===== config.mk =====
export PLATFORM = sky130hd
export DESIGN_NAME = mem_wb_writeback
export DESIGN_NICKNAME = d
export VERILOG_FILES = /design/src/rtl/mem_wb_writeback.sv
export SDC_FILE = /design/constraint.sdc
export NUM_CORES = 1
export LEC_CHECK = 0
export ABC_AREA = 1
export BUFFER_PORTS_ARGS = -buffer_cell sky130_fd_sc_hd__buf_2
export CAP_MARGIN = 20
export CORE_UTILIZATION = 45
export CTS_CLUSTER_SIZE = 20
export DETAILED_ROUTE_END_ITERATION = 12
export HOLD_SLACK_MARGIN = 0.08
export PLACE_DENSITY = 0.8
export REMOVE_ABC_BUFFERS = 1
export SLEW_MARGIN = 20
export SYNTH_ARGS = -nofsm -noshare
export SYNTH_HDL_FRONTEND = slang
export SYNTH_SLANG_ARGS = --single-unit

===== constraint.sdc =====
create_clock -name clk -period 1.7 [get_ports clk]
set_input_delay 0.17 -clock clk [delete_from_list [all_inputs] [get_ports clk]]
set_output_delay 0.17 -clock clk [all_outputs]
set_load 0.01 [all_outputs]

===== src/rtl/mem_wb_writeback.sv =====
// MEM/WB stage of the RV32I core: registers the MEM result, formats load data
// from the synchronous DM, drives the register-file write port, counts retires.
module mem_wb_writeback #(
    parameter int CNT_W = 64
) (
    input  logic             clk,
    input  logic             rst,
    input  logic             stall,
    input  logic             flush,
    input  logic             m_valid,
    input  logic             m_reg_write,
    input  logic             m_mem_to_reg,
    input  logic [4:0]       m_rd,
    input  logic [2:0]       m_funct3,
    input  logic [31:0]      m_alu_result,
    input  logic [31:0]      dm_rdata,
    output logic             wb_en,
    output logic [4:0]       wb_addr,
    output logic [31:0]      write_data,
    output logic [CNT_W-1:0] retire_cnt
);

    logic        valid_q;
    logic        reg_write_q;
    logic        mem_to_reg_q;
    logic [4:0]  rd_q;
    logic [2:0]  funct3_q;
    logic [31:0] alu_q;
    logic [31:0] rdata_hold;
    logic        held;
    logic        fire;
    logic [31:0] ld_src;
    logic [31:0] ld_fmt;
    logic [1:0]  a;
    logic [7:0]  ld_byte;
    logic [15:0] ld_half;

    always_ff @(posedge clk or negedge rst) begin
        if (!rst) begin
            valid_q      <= 1'b0;
            reg_write_q  <= 1'b0;
            mem_to_reg_q <= 1'b0;
            rd_q         <= '0;
            funct3_q     <= '0;
            alu_q        <= '0;
        end else if (!stall) begin
            valid_q      <= m_valid & ~flush;
            reg_write_q  <= m_reg_write;
            mem_to_reg_q <= m_mem_to_reg;
            rd_q         <= m_rd;
            funct3_q     <= m_funct3;
            alu_q        <= m_alu_result;
        end
    end

    // DM data is only valid in the first WB cycle; keep it across a stall.
    always_ff @(posedge clk or negedge rst) begin
        if (!rst) begin
            rdata_hold <= '0;
            held       <= 1'b0;
        end else if (!stall) begin
            held <= 1'b0;
        end else if (valid_q && mem_to_reg_q && !held) begin
            rdata_hold <= dm_rdata;
            held       <= 1'b1;
        end
    end

    assign fire   = valid_q & ~stall;
    assign ld_src = held ? rdata_hold : dm_rdata;

    always_comb begin
        a       = alu_q[1:0];
        ld_byte = ld_src[{a, 3'b000} +: 8];
        ld_half = a[1] ? ld_src[31:16] : ld_src[15:0];
        ld_fmt  = ld_src;
        case (funct3_q)
            3'b000:  ld_fmt = {{24{ld_byte[7]}}, ld_byte};
            3'b001:  ld_fmt = {{16{ld_half[15]}}, ld_half};
            3'b100:  ld_fmt = {24'd0, ld_byte};
            3'b101:  ld_fmt = {16'd0, ld_half};
            default: ld_fmt = ld_src;
        endcase
    end

    assign write_data = mem_to_reg_q ? ld_fmt : alu_q;
    assign wb_addr    = rd_q;
    assign wb_en      = fire & reg_write_q & (rd_q != 5'd0);

    always_ff @(posedge clk or negedge rst) begin
        if (!rst)
            retire_cnt <= '0;
        else if (fire)
            retire_cnt <= retire_cnt + CNT_W'(1);
    end

endmodule

==> results.py <==
metrics = {
    "run_status": {
        "status": "complete, but fails checks",
        "violations": "setup timing",
    },
    "power_and_ir_drop": {
        "p_switching_uw": 3500,
        "power.share.switching_pct": 32.2,
        "seqPwrFrac_pct": 37.9,
        "p_per_area_nw_per_um2": 867,
        "p_int_uw": 7350,
        "ir_worst_vdd_mv": 0.758,
        "total_power_uw": 10900,
        "p_clk_share_pct": 36.7,
        "pwr-share-comb_pct": 25.4,
        "leakagePower_uw": 0.00650,
    },
    "layout": {
        "final_common_cell": "nand2_1",
        "stdcell_count": 1865,
        "mostFrequentLayoutCells": "491 x nand2_1, 178 x buf_2, 134 x dfrtp_1, 122 x inv_1, 105 x buf_4",
        "syn_to_final_growth_pct": 45.1,
        "regArea_um2": 3510,
        "nFillCells": 1434,
        "final_util_pct": 66.7,
        "fin_nets": 1697,
        "drive_above_1_share_pct": 29.7,
        "multiInputGateArea_um2": 4880,
    },
    "logic_synthesis": {
        "synth_top_area_share_pct": 40.6,
        "netlist_top_cells_area": "dfrtp_1 41%, nand2_1 23%, nor2_1 5.8%, inv_1 5.3%, o21ai_0 4.8%",
        "yosys.area.top_type": "dfrtp_1",
        "yosys_warnings": 0,
        "syn-instance-count": 1273,
        "synth.distinct_cells": 38,
        "synth_area_um2": 8620,
        "synth_ff_type": "dfrtp_1",
        "synth-seq-cells": 140,
        "ys_seq_area_share_pct": 40.6,
        "synth_edf_count": 0,
        "syn_area_per_cell_um2": 6.77,
        "synth-async-reset-ratio_pct": 100,
    },
    "setup_path": {
        "critPathArrivalTime_ps": 2140,
        "startpoint_type": "register",
        "cp.required_ps": 1530,
        "crit_type": "register to output port",
        "critPathMaxFanout": 14,
        "r2r_end": "retire_cnt[30]",
        "reg2reg_depth": 9,
        "rr_startpoint": "retire_cnt[10]",
        "rrSetupSlack_ps": -70,
        "cp-end-kind": "output port",
    },
    "timing": {
        "slew_headroom_pct": 63.4,
        "layout_setup_ws_ps": -611,
        "hold_viol": 0,
        "fin_crit_sh_pct": 136,
        "worst_slew_pin_slew_ps": 549,
        "fmax_ghz": 0.433,
        "finClkSkew_ps": 8.69,
        "maxSlewViolCount": 0,
        "layout_min_cycle_time_ps": 2310,
        "setup_tns_ps": -17380,
        "rsz0062_at_grt": "yes",
        "finalHoldWorstSlack_ps": 82.8,
        "final-setup-viol-count": 35,
    },
    "global_routing": {
        "grt-ovfl-total": 0,
        "grt_pass1_vias": 9399,
        "grt_pass1_wl_mm": 45.6,
        "grt_antenna_before_repair": 1,
        "grt_util_all_layers_pct": 29.4,
        "grt_max_degree": 50,
    },
    "detailed_routing": {
        "routedWlPerCell_um": 16.6,
        "ant_nets": 0,
        "vias_per_cell": 5.46,
        "vias": 10175,
        "drt-initial-drc-count": 990,
        "drc_errors": 0,
        "wl_mm": 31.0,
        "dr.pass1.iters": 6,
    },
    "clock_tree": {
        "clock_latency_ps": 430,
        "root_buffer": "clkbuf_16",
        "cts_max_level": 4,
        "cts_sinks": 140,
        "clk_pin_slew_ps": 60,
        "cts_tree": "yes",
        "numCtsBuffers": 17,
        "cts_buffer_depth": 2,
    },
    "placed_design": {
        "dp_hpwl_mm": 19.6,
        "numPortBuffers": 180,
        "dp_cells": 1716,
        "gp_congestion": 0.984,
    },
    "floorplanning": {
        "num_rows": 50,
        "start_util_pct": 45.9,
        "die_y_um": 140,
        "dieArea_um2": 19700,
        "dieWidth_um": 140,
        "design.core.area_um2": 18800,
        "io_pins": 181,
    },
    "hold_path": {
        "hold_depth": 3,
        "min_to": "rdata_hold[29]",
        "min-delay-start": "dm_rdata[29]",
        "worstHoldPathType": "primary input to register",
    },
    "run": {
        "maxCapViolations": 0,
    },
}
cells in the mapped netlist, types with 7 or more instances:
cell type	instances
or2_2	16
o21ai_0	83
nand3_1	43
inv_1	122
xnor2_1	18
o211ai_1	22
nor3_1	7
dfrtp_1	140
nor2_2	9
clkbuf_1	34
nor2_1	133
nor2_4	8
nand2_1	518
a21oi_1	31
xor2_1	20
nand4_1	17
buf_2	10
kinds of logic (layout without fill, tap and decap cells):
kind of cell,Yosys count,after routing,synth area share [%]
AND/OR/NAND/NOR,772,772,38.0
buffers and inverters,176,533,8.08
AO/OA/AOI/OAI,145,145,9.11
flip-flops,140,140,40.6
XOR/XNOR,38,38,3.86
adder cells (fa/ha/maj),1,1,0.145
multiplexers,1,1,0.131
other,0,1,0
per-layer routing:
layer,routed length (um),track usage [%]
met1,11400,33.8
met2,15100,50.5
met3,2490,5.50
met4,2040,18.4
met5,12,0
what timing repair did:
action | in CTS | in global routing
pin swaps | 8 | 32
hold buffers | 68 | 0
endpoints found under the hold margin | 206 | 0
buffers inserted | 8 | 38
resized for setup | 46 | 114
gates cloned | 0 | 3
setup endpoints to repair | 40 | 73
power groups by stage:
stage	logic, uW	registers, uW	clock network [uW]
floorplan	1060	4150	0
global placement	2060	4110	0
detailed placement	2120	4110	0
CTS	2350	4070	4010
global route	3010	4150	4180
finish	2750	4110	3990
flip-flops by register name, indices dropped and copies added, names as in the netlist:
name / cells
retire_cnt: 64
funct3_q: 3
valid_q: 1
mem_to_reg_q: 1
alu_q: 32
wb_addr: 5
rdata_hold: 32
held: 1
reg_write_q: 1
worst max path at each step:
stage	from	endpoint	slack, ps	cells past startpoint
after global routing	held	write_data[26]	-690	10
after floorplan	held	rdata_hold[15]	-760	3
after global placement	held	write_data[6]	-120	9
after detailed placement	held	write_data[6]	-150	9
after CTS	held	write_data[25]	-490	13
final	held	write_data[24]	-610	10
through the flow:
| step | setup slack, ps | instance area [um2] |
|---|---|---|
| global placement | -123 | 10300 |
| floorplan | -756 | 8400 |
| detailed placement | -151 | 10300 |
| finish | -611 | 12500 |
| global route | -686 | 12500 |
| CTS | -487 | 11800 |
layout make-up:
type,count,share of cell area (%)
clock buffers,18,3.51
well taps,234,2.34
flip-flops and latches,140,28.1
repair buffers,373,21.7
multi-input cells,957,39.0
clock inverters,14,1.45
repair inverters,1,0.0400
inverters,127,3.86
diodes,1,0.0200
worst max-delay path: stages (launching register included):
cell	delay (ps)
dfrtp_2	450
buf_4	200
o211ai_1	250
nand3_2	110
nand2_2	120
nand2_4	90
clkbuf_16	180
nand3_1	80
nand2_1	60
inv_1	50
buf_2	120
No activity file was read; power rests on OpenSTA's default activity.
